## src/rtl/sdsu_bus_arbiter.sv

```systemverilog
// rtl/sdsu_bus_arbiter.sv - round-robin arbiter sharing one SDSU bus slave among NM masters
// Optional slave-ready timeout is compiled in with SDSU_ARB_TIMEOUT_EN.
module sdsu_bus_arbiter #(
    parameter int NM      = 4,
    parameter int AW      = 5,
    parameter int DW      = 32,
    parameter int TIMEOUT = 16
) (
    input  logic             clk,
    input  logic             rst,
    input  logic [NM-1:0]    m_valid,
    input  logic [NM*AW-1:0] m_waddr,
    input  logic [NM*DW-1:0] m_wdata,
    input  logic [NM*AW-1:0] m_raddr,
    output logic [DW-1:0]    m_rdata,
    output logic [NM-1:0]    m_ready,
    output logic [NM-1:0]    m_err,
    output logic [NM-1:0]    grant,
    output logic             s_valid,
    output logic [AW-1:0]    s_waddr,
    output logic [DW-1:0]    s_wdata,
    output logic [AW-1:0]    s_raddr,
    input  logic [DW-1:0]    s_rdata,
    input  logic             s_ready
);

    localparam int PW = (NM > 1) ? $clog2(NM) : 1;

    localparam logic [1:0] ST_IDLE = 2'd0;
    localparam logic [1:0] ST_BUSY = 2'd1;
    localparam logic [1:0] ST_DONE = 2'd2;

    if (NM < 2 || NM > 8 || TIMEOUT < 1) begin : g_param_check
        $error("sdsu_bus_arbiter: NM must be 2..8 and TIMEOUT >= 1");
    end

    logic [1:0]    state_q, state_d;
    logic [PW-1:0] rr_q, rr_d;
    logic [PW-1:0] sel_q, sel_d;
    logic [NM-1:0] grant_q, grant_d;
    logic          s_valid_q, s_valid_d;
    logic [AW-1:0] s_waddr_q, s_waddr_d;
    logic [DW-1:0] s_wdata_q, s_wdata_d;
    logic [AW-1:0] s_raddr_q, s_raddr_d;
    logic [DW-1:0] m_rdata_q, m_rdata_d;
    logic [NM-1:0] m_ready_q, m_ready_d;
    logic [NM-1:0] m_err_q, m_err_d;
    logic          pick_found;
    logic [PW-1:0] pick_idx;
    logic [PW-1:0] rr_after;
    int            cand;

`ifdef SDSU_ARB_TIMEOUT_EN
    localparam int CW = $clog2(TIMEOUT) + 1;
    logic [CW-1:0] cnt_q, cnt_d;
`endif

    // First requester at or after rr_q, wrapping modulo NM.
    always_comb begin
        pick_found = 1'b0;
        pick_idx   = '0;
        cand       = 0;
        for (int k = 0; k < NM; k++) begin
            cand = int'(rr_q) + k;
            if (cand >= NM) begin
                cand = cand - NM;
            end
            if (!pick_found && m_valid[cand]) begin
                pick_found = 1'b1;
                pick_idx   = PW'(cand);
            end
        end
    end

    assign rr_after = (sel_q == PW'(NM - 1)) ? '0 : sel_q + 1'b1;

    always_comb begin
        state_d   = state_q;
        rr_d      = rr_q;
        sel_d     = sel_q;
        grant_d   = grant_q;
        s_valid_d = s_valid_q;
        s_waddr_d = s_waddr_q;
        s_wdata_d = s_wdata_q;
        s_raddr_d = s_raddr_q;
        m_rdata_d = m_rdata_q;
        m_ready_d = '0;
        m_err_d   = '0;
`ifdef SDSU_ARB_TIMEOUT_EN
        cnt_d     = cnt_q;
`endif
        case (state_q)
            ST_IDLE: begin
                if (pick_found) begin
                    sel_d     = pick_idx;
                    grant_d   = NM'(1) << pick_idx;
                    s_valid_d = 1'b1;
                    s_waddr_d = m_waddr[pick_idx*AW +: AW];
                    s_wdata_d = m_wdata[pick_idx*DW +: DW];
                    s_raddr_d = m_raddr[pick_idx*AW +: AW];
                    state_d   = ST_BUSY;
`ifdef SDSU_ARB_TIMEOUT_EN
                    cnt_d     = '0;
`endif
                end
            end
            ST_BUSY: begin
                if (s_ready) begin
                    m_rdata_d = s_rdata;
                    m_ready_d = grant_q;
                    grant_d   = '0;
                    s_valid_d = 1'b0;
                    rr_d      = rr_after;
                    state_d   = ST_DONE;
                end
`ifdef SDSU_ARB_TIMEOUT_EN
                else if (cnt_q == CW'(TIMEOUT - 1)) begin
                    m_err_d   = grant_q;
                    grant_d   = '0;
                    s_valid_d = 1'b0;
                    rr_d      = rr_after;
                    state_d   = ST_DONE;
                end else begin
                    cnt_d = cnt_q + 1'b1;
                end
`endif
            end
            ST_DONE: begin
                state_d = ST_IDLE;
            end
            default: begin
                state_d = ST_IDLE;
            end
        endcase
    end

    always_ff @(posedge clk) begin
        if (rst) begin
            state_q   <= ST_IDLE;
            rr_q      <= '0;
            sel_q     <= '0;
            grant_q   <= '0;
            s_valid_q <= 1'b0;
            s_waddr_q <= '0;
            s_wdata_q <= '0;
            s_raddr_q <= '0;
            m_rdata_q <= '0;
            m_ready_q <= '0;
            m_err_q   <= '0;
        end else begin
            state_q   <= state_d;
            rr_q      <= rr_d;
            sel_q     <= sel_d;
            grant_q   <= grant_d;
            s_valid_q <= s_valid_d;
            s_waddr_q <= s_waddr_d;
            s_wdata_q <= s_wdata_d;
            s_raddr_q <= s_raddr_d;
            m_rdata_q <= m_rdata_d;
            m_ready_q <= m_ready_d;
            m_err_q   <= m_err_d;
        end
    end

`ifdef SDSU_ARB_TIMEOUT_EN
    always_ff @(posedge clk) begin
        if (rst) begin
            cnt_q <= '0;
        end else begin
            cnt_q <= cnt_d;
        end
    end
    assign m_err = m_err_q;
`else
    assign m_err = '0;
`endif

    assign grant   = grant_q;
    assign s_valid = s_valid_q;
    assign s_waddr = s_waddr_q;
    assign s_wdata = s_wdata_q;
    assign s_raddr = s_raddr_q;
    assign m_rdata = m_rdata_q;
    assign m_ready = m_ready_q;

endmodule

```

## config.mk

```make
export PLATFORM = sky130hd
export DESIGN_NAME = sdsu_bus_arbiter
export DESIGN_NICKNAME = d
export VERILOG_FILES = /design/src/rtl/sdsu_bus_arbiter.sv
export SDC_FILE = /design/constraint.sdc
export NUM_CORES = 1
export LEC_CHECK = 0
export CAP_MARGIN = 10
export CORE_AREA = 2 2 114 116
export CTS_CLUSTER_SIZE = 14
export DETAILED_ROUTE_END_ITERATION = 8
export DIE_AREA = 0 0 116 118
export PLACE_DENSITY = 0.89
export SLEW_MARGIN = 20
export SYNTH_ARGS = -nofsm -noshare
export SYNTH_HDL_FRONTEND = slang
export SYNTH_SLANG_ARGS = --single-unit
```

## constraint.sdc

```tcl
create_clock -name clk -period 2.75 [get_ports clk]
set_input_delay 0.55 -clock clk [delete_from_list [all_inputs] [get_ports clk]]
set_output_delay 0.55 -clock clk [all_outputs]
set_load 0.1 [all_outputs]
```

=== Word-level counts from Yosys, hierarchy flattened ===
Index checks and enable logic that the tools add are counted.

* Input bits: 207
* Bits in registers: 89
* Output and inout bits: 87
* Logic and storage cells: 84

* $lt $le $gt $ge: 8
* Bitwise operators: 2
* Add/subtract/negate cells: 8
* Shifts and indexed selects: 4
* Reduce and logical (&&, ||, !) cells: 13
* Equality and inequality tests: 4
* Multiplexer cells: 34
* $mul: 1

{| class="wikitable"
|+ Operators with widths
! kind !! count
|-
| $lt A32 B4 Y1 const B || 4
|-
| $mux W32 || 4
|-
| $shiftx A128 B8 Y32 || 1
|-
| $shiftx A20 B6 Y5 || 2
|-
| $mux W1 || 14
|-
| $mux W2 || 7
|-
| $sub A3 B3 Y4 const B || 3
|-
| $ge A3 B3 Y1 const B || 3
|-
| $bmux W1 S2 || 4
|-
| $mux W4 || 2
|-
| $pmux W4 S2 || 1
|-
| $add A2 B2 Y3 const B || 2
|-
| $reduce_and A2 Y1 || 3
|-
| $mul A2 B3 Y5 const B || 1
|-
| $ne A2 B2 Y1 const B || 2
|-
| $pmux W2 S2 || 1
|-
| $shl A1 B2 Y4 const A || 1
|-
| $sub A2 B3 Y4 const B || 1
|-
| $add A2 B1 Y3 const B || 1
|-
| $ge A2 B3 Y1 const B || 1
|-
| $logic_and A1 B1 Y1 || 3
|-
| $logic_not A1 Y1 || 3
|-
| $reduce_and A3 Y1 || 1
|-
| $reduce_or A3 Y1 || 1
|-
| 7 further kinds || 8
|}

=== Logic depth before layout (Yosys ltp) ===
Gate-level depths: netlist of run 1.

* Word-level depth: 18
* Gate-level depth with buffers: 7
* Mapped depth without buffers: 5

=== Worst setup path before layout of run 1 ===
No wires, ideal clock.

* Path kind: input -> register
* From: input m_valid[0]
* To: register s_waddr_q[0] (netlist: s_waddr[0])
* Required time: 2.667 ns
* Library setup time: 0.083 ns
* Arrival time: 1.821 ns
* Slack: 0.846 ns
* Cell stages on the path: 7
* Path buffers: 3
* Cells stage by stage: nor4_1 -> or3_1 -> buf_2 -> or3_1 -> buf_6 -> buf_6 -> o221ai_1

* Longest elaborated chain between the ends: 15
* Elaborated cells between the ends (all ways): 29
* Those cells by class: mul: 1; shift: 1; mux: 20; reduce/logical: 7

{| class="wikitable"
|+ RTL lines
! what !! line !! text
|-
| start: declaration || 11 || <nowiki>input logic [NM-1:0] m_valid,</nowiki>
|-
| $bmux W1 S2 || 68 || <nowiki>if (!pick_found && m_valid[cand]) begin</nowiki>
|-
| $mux W1 (implied by the code) (2 in a row) || 68 ||
|-
| $mux W1 || 68 ||
|-
| $logic_not A1 Y1 || 68 ||
|-
| $logic_and A1 B1 Y1 || 68 ||
|-
| $mux W1 || 68 ||
|-
| $logic_not A1 Y1 || 68 ||
|-
| $logic_and A1 B1 Y1 || 68 ||
|-
| $mux W1 || 68 ||
|-
| $logic_not A1 Y1 || 68 ||
|-
| $logic_and A1 B1 Y1 || 68 ||
|-
| $mux W2 || 68 ||
|-
| $mul A2 B3 Y5 || 98 || <nowiki>s_waddr_d = m_waddr[pick_idx*AW +: AW];</nowiki>
|-
| $shiftx A20 B6 Y5 || 98 ||
|-
| end signal: assignment || 156 || <nowiki>s_waddr_q <= s_waddr_d;</nowiki>
|-
| end: declaration || 42 || <nowiki>logic [AW-1:0] s_waddr_q, s_waddr_d;</nowiki>
|}

Parallel ways exist; a longest one is shown, timed or not. The select of a mux whose other input is x is not followed.
A chain may end at the register's enable or synchronous reset.

=== Final worst setup path of run 1 ===
* From: input m_valid[1]
* To: register s_wdata_q[2] (netlist: s_wdata[2])

* Longest elaborated chain between the ends: 14
* Elaborated cells between the ends (all ways): 28
* Those cells by class: shift: 1; mux: 20; reduce/logical: 7

{| class="wikitable"
|+ RTL lines
! what !! line !! text
|-
| $bmux W1 S2 || 68 ||
|-
| $mux W1 (implied by the code) (2 in a row) || 68 ||
|-
| $mux W1 || 68 ||
|-
| $logic_not A1 Y1 || 68 ||
|-
| $logic_and A1 B1 Y1 || 68 ||
|-
| $mux W1 || 68 ||
|-
| $logic_not A1 Y1 || 68 ||
|-
| $logic_and A1 B1 Y1 || 68 ||
|-
| $mux W1 || 68 ||
|-
| $logic_not A1 Y1 || 68 ||
|-
| $logic_and A1 B1 Y1 || 68 ||
|-
| $mux W2 or $mux W1 (tied branches) || 68 ||
|-
| $shiftx A128 B8 Y32 or $reduce_and A2 Y1 (tied branches) || n/a ||
|-
| end signal: assignment || 157 || <nowiki>s_wdata_q <= s_wdata_d;</nowiki>
|-
| end: declaration || 43 || <nowiki>logic [DW-1:0] s_wdata_q, s_wdata_d;</nowiki>
|}

Parallel ways exist; a longest one is shown, timed or not. The select of a mux whose other input is x is not followed.

==> flow_metrics.tcl, run 1 <==
set metrics [dict create \
    run_status "finished, final reports clean" \
    yosys_register_bits 89 \
    cp.buffers_inverters 4 \
    critical_path_class "in -> reg" \
    chipWidth_um 116 \
    route.vias.total 4505 \
    achievable-frequency_ghz 0.438 \
    full_die_area_um2 13700 \
    critical-path-top-cell-by-count "buf_12" \
    cp_top_family "buffers and inverters" \
    cts-root-to-sink-buffers 2 \
    cts_made_buffers 9 \
    layout.cells.most_common_list "clkdlybuf4s50_1 (206), nand2_1 (115), buf_4 (99)" \
    port_buffers 289 \
    synth_top_cell_by_area "dfxtp_1" \
    antenna_found_initial 0 \
    timing.final.hold_violations 0 \
    clkLatencyLatePin_ps 340 \
    routed_wire_per_std_cell_um 16.3 \
    cp_num_cells 9 \
    critPathRequiredTime_ps 2970 \
    postSynth.asyncResetShare 0 \
    transition_time_at_the_pin_with_the_least_slew_margin_ps 777 \
    grt_pass1_wl_um 22700 \
    final-max-slew-violation-count 0 \
    stdcell_count 925 \
    core.rowCount 41 \
    dpl_cell_area_um2 7150 \
    cell_area_synth_um2 4140 \
    crit_chain "clkdlybuf4s50_1 -> and2b_1 -> nor4_1 -> buf_4 -> nor2_4 -> buf_12 -> buf_12 -> mux2i_1 -> o221ai_1" \
    globalRouteOverflowTotal 0 \
    ff2ff_path_depth 8 \
    synth-seq-area-share 0.431 \
    grt.total_usage 0.210 \
    grt_start_max_net_pins 43 \
    floorplan.core_area_um2 12400 \
    initialDrtViolationCount 206 \
    timing.final.setup_violations 0 \
    leakage_nw 3.32 \
    drtPass1Iterations 4 \
    layout_filler_cell_count 1068 \
    boundaryPins 294 \
    dp_cells 909 \
    critical-path-slowest-cell "clkdlybuf4s50_1" \
    post-route-drc-count 0 \
    timing.critical_path.to_type "flop" \
    power.total_mw 4.58 \
    share_of_the_clock_period_used_by_the_worst_path 0.830 \
    yosys.area.top_type_share 0.431 \
    timing.critical_path.fanout_max 22 \
    synth-main-ff-cell "dfxtp_1" \
    timing.max_slew.rel_slack 0.482 \
    post_cts_resize_count 0 \
    synth.avg_cell_area_um2 8.97 \
    finalCoreUtilization 0.602 \
    routed_wirelength_um 15000 \
    globalplace.congestion 0.879 \
    clk_pin_slew_ps 70 \
    worst_hold_path_type "reg -> reg" \
    powerDensity_nw_per_um2 612 \
    first_global_vias 4482 \
    synth_top_cells_by_area "dfxtp_1 (43%), mux2i_1 (20%), nand2_1 (10%)" \
    final.setup_skew_ps 8.59 \
    worst_ir_drop_vdd_mv 0.339 \
    die_h_um 118 \
    design_area_um2 7480 \
    cts-htree-levels 3 \
    rsz0062_at_grt "false" \
    crit_path_start_kind "input port" \
    syn2layout_area_growth_pct 80.8 \
    tritoncts_clock_tree "yes" \
    totalNegativeSetupSlack_ps 0 \
    synth_edf_count 0 \
    vias_per_cell 4.87 \
    cts-hold-fix-buffers 0 \
    cts_setup_buffers 0 \
    ant_nets 0 \
    numClockSinks 89 \
    antenna_cells 0 \
    post_route_cells_drive_above_1_share 0.173 \
    synth-warning-count 0 \
    holdPathStages 2 \
    ctsRootBufferMaster "clkbuf_16" \
    cp_slowest_stage_delay_ps 550 \
    layout_commonest_cell "clkdlybuf4s50_1" \
    layout.nets 956 \
    finalWorstPathRequiredPeriod_ps 2280 \
    initial_core_util 0.333 \
    worstPathArrival_ps 2500 \
    place.detailed.hpwl_um 11700 \
    netlist_instances 461 \
    cap_violations 0 \
    synthDistinctLibCells 33 \
]
[registers in the layout, indices dropped and copies added (netlist names)]
register  flops
s_waddr       5
grant         4
sel_q         2
state_q       2
s_raddr       5
m_ready       4
m_rdata      32
s_wdata      32
rr_q          2
s_valid       1
[worst paths after layout]
path / startpoint / end / slack, ps
worst max-delay path: m_valid[1] / s_wdata[2] / 470
worst min-delay path: m_rdata[27] / m_rdata[27] / 450
worst max register to register: rr_q[0] / s_wdata[2] / 710
worst min register to register: m_rdata[27] / m_rdata[27] / 450
[worst reg2reg max path, delay by kind of cell (launching register included)]
family / cells / cell delay [ps]
AOI/OAI and AO/OA: 1 / 130
DFF: 1 / 420
and+or+nand+nor: 3 / 580
muxes: 1 / 240
buffers and inverters: 3 / 550
[power breakdown]
group	leakage (nW)	internal, mW	switching [mW]	total, mW
Sequential	0.730	1.40	0.0700	1.47
Combinational	2.43	0.614	1.14	1.76
Clock	0.162	0.808	0.545	1.35
[layout make-up]
cell class                      count  area, um2  share of cell area
Timing Repair Buffer              313       2970               0.397
Multi-Input combinational cell    333       2180               0.292
Sequential cell                    89       1780               0.238
Clock buffer                        9        225              0.0301
Tap cell                          172        215              0.0288
Clock inverter                      7        103              0.0137
Inverter                            2       7.51             0.00100
[synthesized netlist by cell type, types with 2 or more instances]
library cell / count
a21o_1: 2
a21oi_1: 41
and2b_1: 2
and3_1: 4
buf_1: 2
buf_2: 8
buf_4: 4
buf_6: 5
clkbuf_1: 21
dfxtp_1: 89
inv_1: 2
mux2i_1: 84
nand2_1: 115
nand3_1: 7
nor2_1: 9
nor2b_1: 2
nor3_1: 2
nor4_1: 2
o21ai_0: 3
o221ai_1: 41
or3_1: 4
[cells by family after synthesis]
group | share of synthesized area
AOI/OAI and AO/OA | 0.156
other | 0.000907
muxes | 0.203
DFF | 0.431
buffers and inverters | 0.0532
adders and majority gates | 0.00302
and+or+nand+nor | 0.153
[metrics by stage]
step | setup slack, ps | hold slack [ps]
after detailed placement | 120 | 447
after global placement | 174 | 441
final | 468 | 453
after floorplan | 846 | 440
after global routing | 342 | 475
after CTS | 484 | 456
[routing by layer]
| metal | GRT usage | vias to the layer above | part of all wire |
|---|---|---|---|
| li1 | - | 2218 | - |
| met1 | 0.235 | 2053 | 0.39 |
| met2 | 0.353 | 198 | 0.49 |
| met3 | 0.0716 | 36 | 0.097 |
| met4 | 0.101 | 0 | 0.030 |
| met5 | 0 | - | 0 |
Note: power is estimated with default switching activity, not from simulation.
==> run 2, diff against run 1 <==
CORE_AREA = 2 2 117 119   (was 2 2 114 116)
DIE_AREA = 0 0 119 121   (was 0 0 116 118)
clock period = 2 ns   (was 2.75 ns; I/O delays follow)
==> run 2 against run 1 <==
Compared with the run above: via count rose by 1.3%; utilization fell by 1.8 points; flip-flop and latch count did not move; cell area rose by 2.2%; global-route usage fell by 0.78 points; worst setup slack got worse by 340 ps; clock power rose by 38%; combinational power rose by 41%; critical path depth did not move; clock-buffer cell count rose by 1; routed wire length rose by 0.72%; clock skew fell by 0.55 ps; critical endpoint is now s_waddr[0]; highest routed layer unchanged.
==> flow_metrics.tcl, run 2 (synthesis results as in run 1) <==
set metrics [dict create \
    run_status "finished, final reports clean" \
    stdcell_count 939 \
    grt.total_usage 0.203 \
    antenna_found_initial 0 \
    crit_path_start_kind "input port" \
    powerDensity_nw_per_um2 832 \
    ctsRootBufferMaster "clkbuf_16" \
    timing.critical_path.fanout_max 6 \
    cts-hold-fix-buffers 0 \
    full_die_area_um2 14400 \
    cts-root-to-sink-buffers 2 \
    tritoncts_clock_tree "yes" \
    totalNegativeSetupSlack_ps 0 \
    chipWidth_um 119 \
    antenna_cells 0 \
    rsz0062_at_grt "false" \
    initial_core_util 0.316 \
    worst_ir_drop_vdd_mv 0.496 \
    port_buffers 289 \
    boundaryPins 294 \
    core.rowCount 42 \
    numClockSinks 89 \
    power.total_mw 6.36 \
    share_of_the_clock_period_used_by_the_worst_path 0.935 \
    cts-htree-levels 3 \
    clkLatencyLatePin_ps 340 \
    worstPathArrival_ps 2080 \
    timing.final.hold_violations 0 \
    syn2layout_area_growth_pct 84.8 \
    finalWorstPathRequiredPeriod_ps 1870 \
    timing.critical_path.to_type "flop" \
    post-route-drc-count 0 \
    worst_hold_path_type "reg -> reg" \
    globalplace.congestion 0.830 \
    achievable-frequency_ghz 0.535 \
    grt_pass1_wl_um 23100 \
    globalRouteOverflowTotal 0 \
    cts_made_buffers 9 \
    place.detailed.hpwl_um 11300 \
    layout.nets 967 \
    routed_wirelength_um 15200 \
    final.setup_skew_ps 8.04 \
    vias_per_cell 4.86 \
    clk_pin_slew_ps 60 \
    first_global_vias 4499 \
    dp_cells 921 \
    ant_nets 0 \
    initialDrtViolationCount 253 \
    critical_path_class "in -> reg" \
    post_route_cells_drive_above_1_share 0.190 \
    critPathRequiredTime_ps 2210 \
    floorplan.core_area_um2 13100 \
    die_h_um 121 \
    leakage_nw 3.42 \
    layout_commonest_cell "clkdlybuf4s50_1" \
    route.vias.total 4565 \
    finalCoreUtilization 0.584 \
    timing.final.setup_violations 0 \
    cap_violations 0 \
    routed_wire_per_std_cell_um 16.1 \
    layout.cells.most_common_list "clkdlybuf4s50_1 (202), nand2_1 (115), buf_4 (109)" \
    drtPass1Iterations 4 \
    final-max-slew-violation-count 0 \
    layout_filler_cell_count 1074 \
    grt_start_max_net_pins 43 \
]
[run 2: cell count changes in the layout (fill, tap and decap cells not counted), moves of 2 or more]
cell / delta
dlygate4sd2_1: +2
clkdlybuf4s50_1: -4
bufbuf_16: +2
mux2i_4: +2
mux2i_1: -2
buf_12: -2
buf_4: +10
[run 2: area by class of cell]
type / count / area [um2] / share of cell area
Inverter: 2 / 7.51 / 0.000982
Sequential cell: 89 / 1780 / 0.233
Clock buffer: 10 / 239 / 0.0313
Multi-Input combinational cell: 333 / 2210 / 0.290
Clock inverter: 5 / 88.8 / 0.0116
Timing Repair Buffer: 324 / 3090 / 0.405
Tap cell: 176 / 220 / 0.0288
[run 2: per-stage QoR]
stage	setup WS, ps	cell area [um2]	hold slack, ps
detailed placement	-458	7200	447
CTS	0.913	7640	456
global placement	-413	7200	442
global route	18.0	7640	475
floorplan	246	4150	440
finish	130	7640	455
[run 2: timing repair]
| action | 4_1_cts | 5_1_grt |
|---|---|---|
| pin swaps | 2 | 1 |
| cloned | 2 | 0 |
| hold endpoints to repair | 0 | 0 |
| setup buffers | 1 | 0 |
| setup endpoints to repair | 6 | 43 |
| gates resized for setup | 10 | 3 |
[run 2: power by group]
group,internal (mW),total [mW],switching [mW]
clock network,1.14,1.86,0.729
registers,1.93,2.01,0.0856
logic,0.897,2.49,1.59
total,3.96,6.36,2.41
[run 2: final timing paths]
path | startpoint | endpoint | slack (ps) | cells past startpoint
max | m_valid[1] | s_waddr[0] | 130 | 9
min | m_rdata[23] | m_rdata[23] | 460 | 2
max reg2reg | rr_q[1] | s_waddr[0] | 180 | 7
min reg2reg | m_rdata[23] | m_rdata[23] | 460 | 2
[run 2: routing by layer]
metal	wire, um	vias up	global-route usage	share of wire
li1	-	2242	-	-
met2	7450	221	0.341	0.49
met4	527	0	0.102	0.035
met3	1280	35	0.0634	0.084
met5	0	-	0	0
met1	5910	2067	0.233	0.39
[run 2: worst max-delay path, stage by stage]
cell	delay (ps)
clkdlybuf4s15_1	280
and2b_1	220
nor4_1	220
buf_4	170
nor2_4	50
bufbuf_16	280
buf_4	160
mux2i_1	160
o221ai_1	130
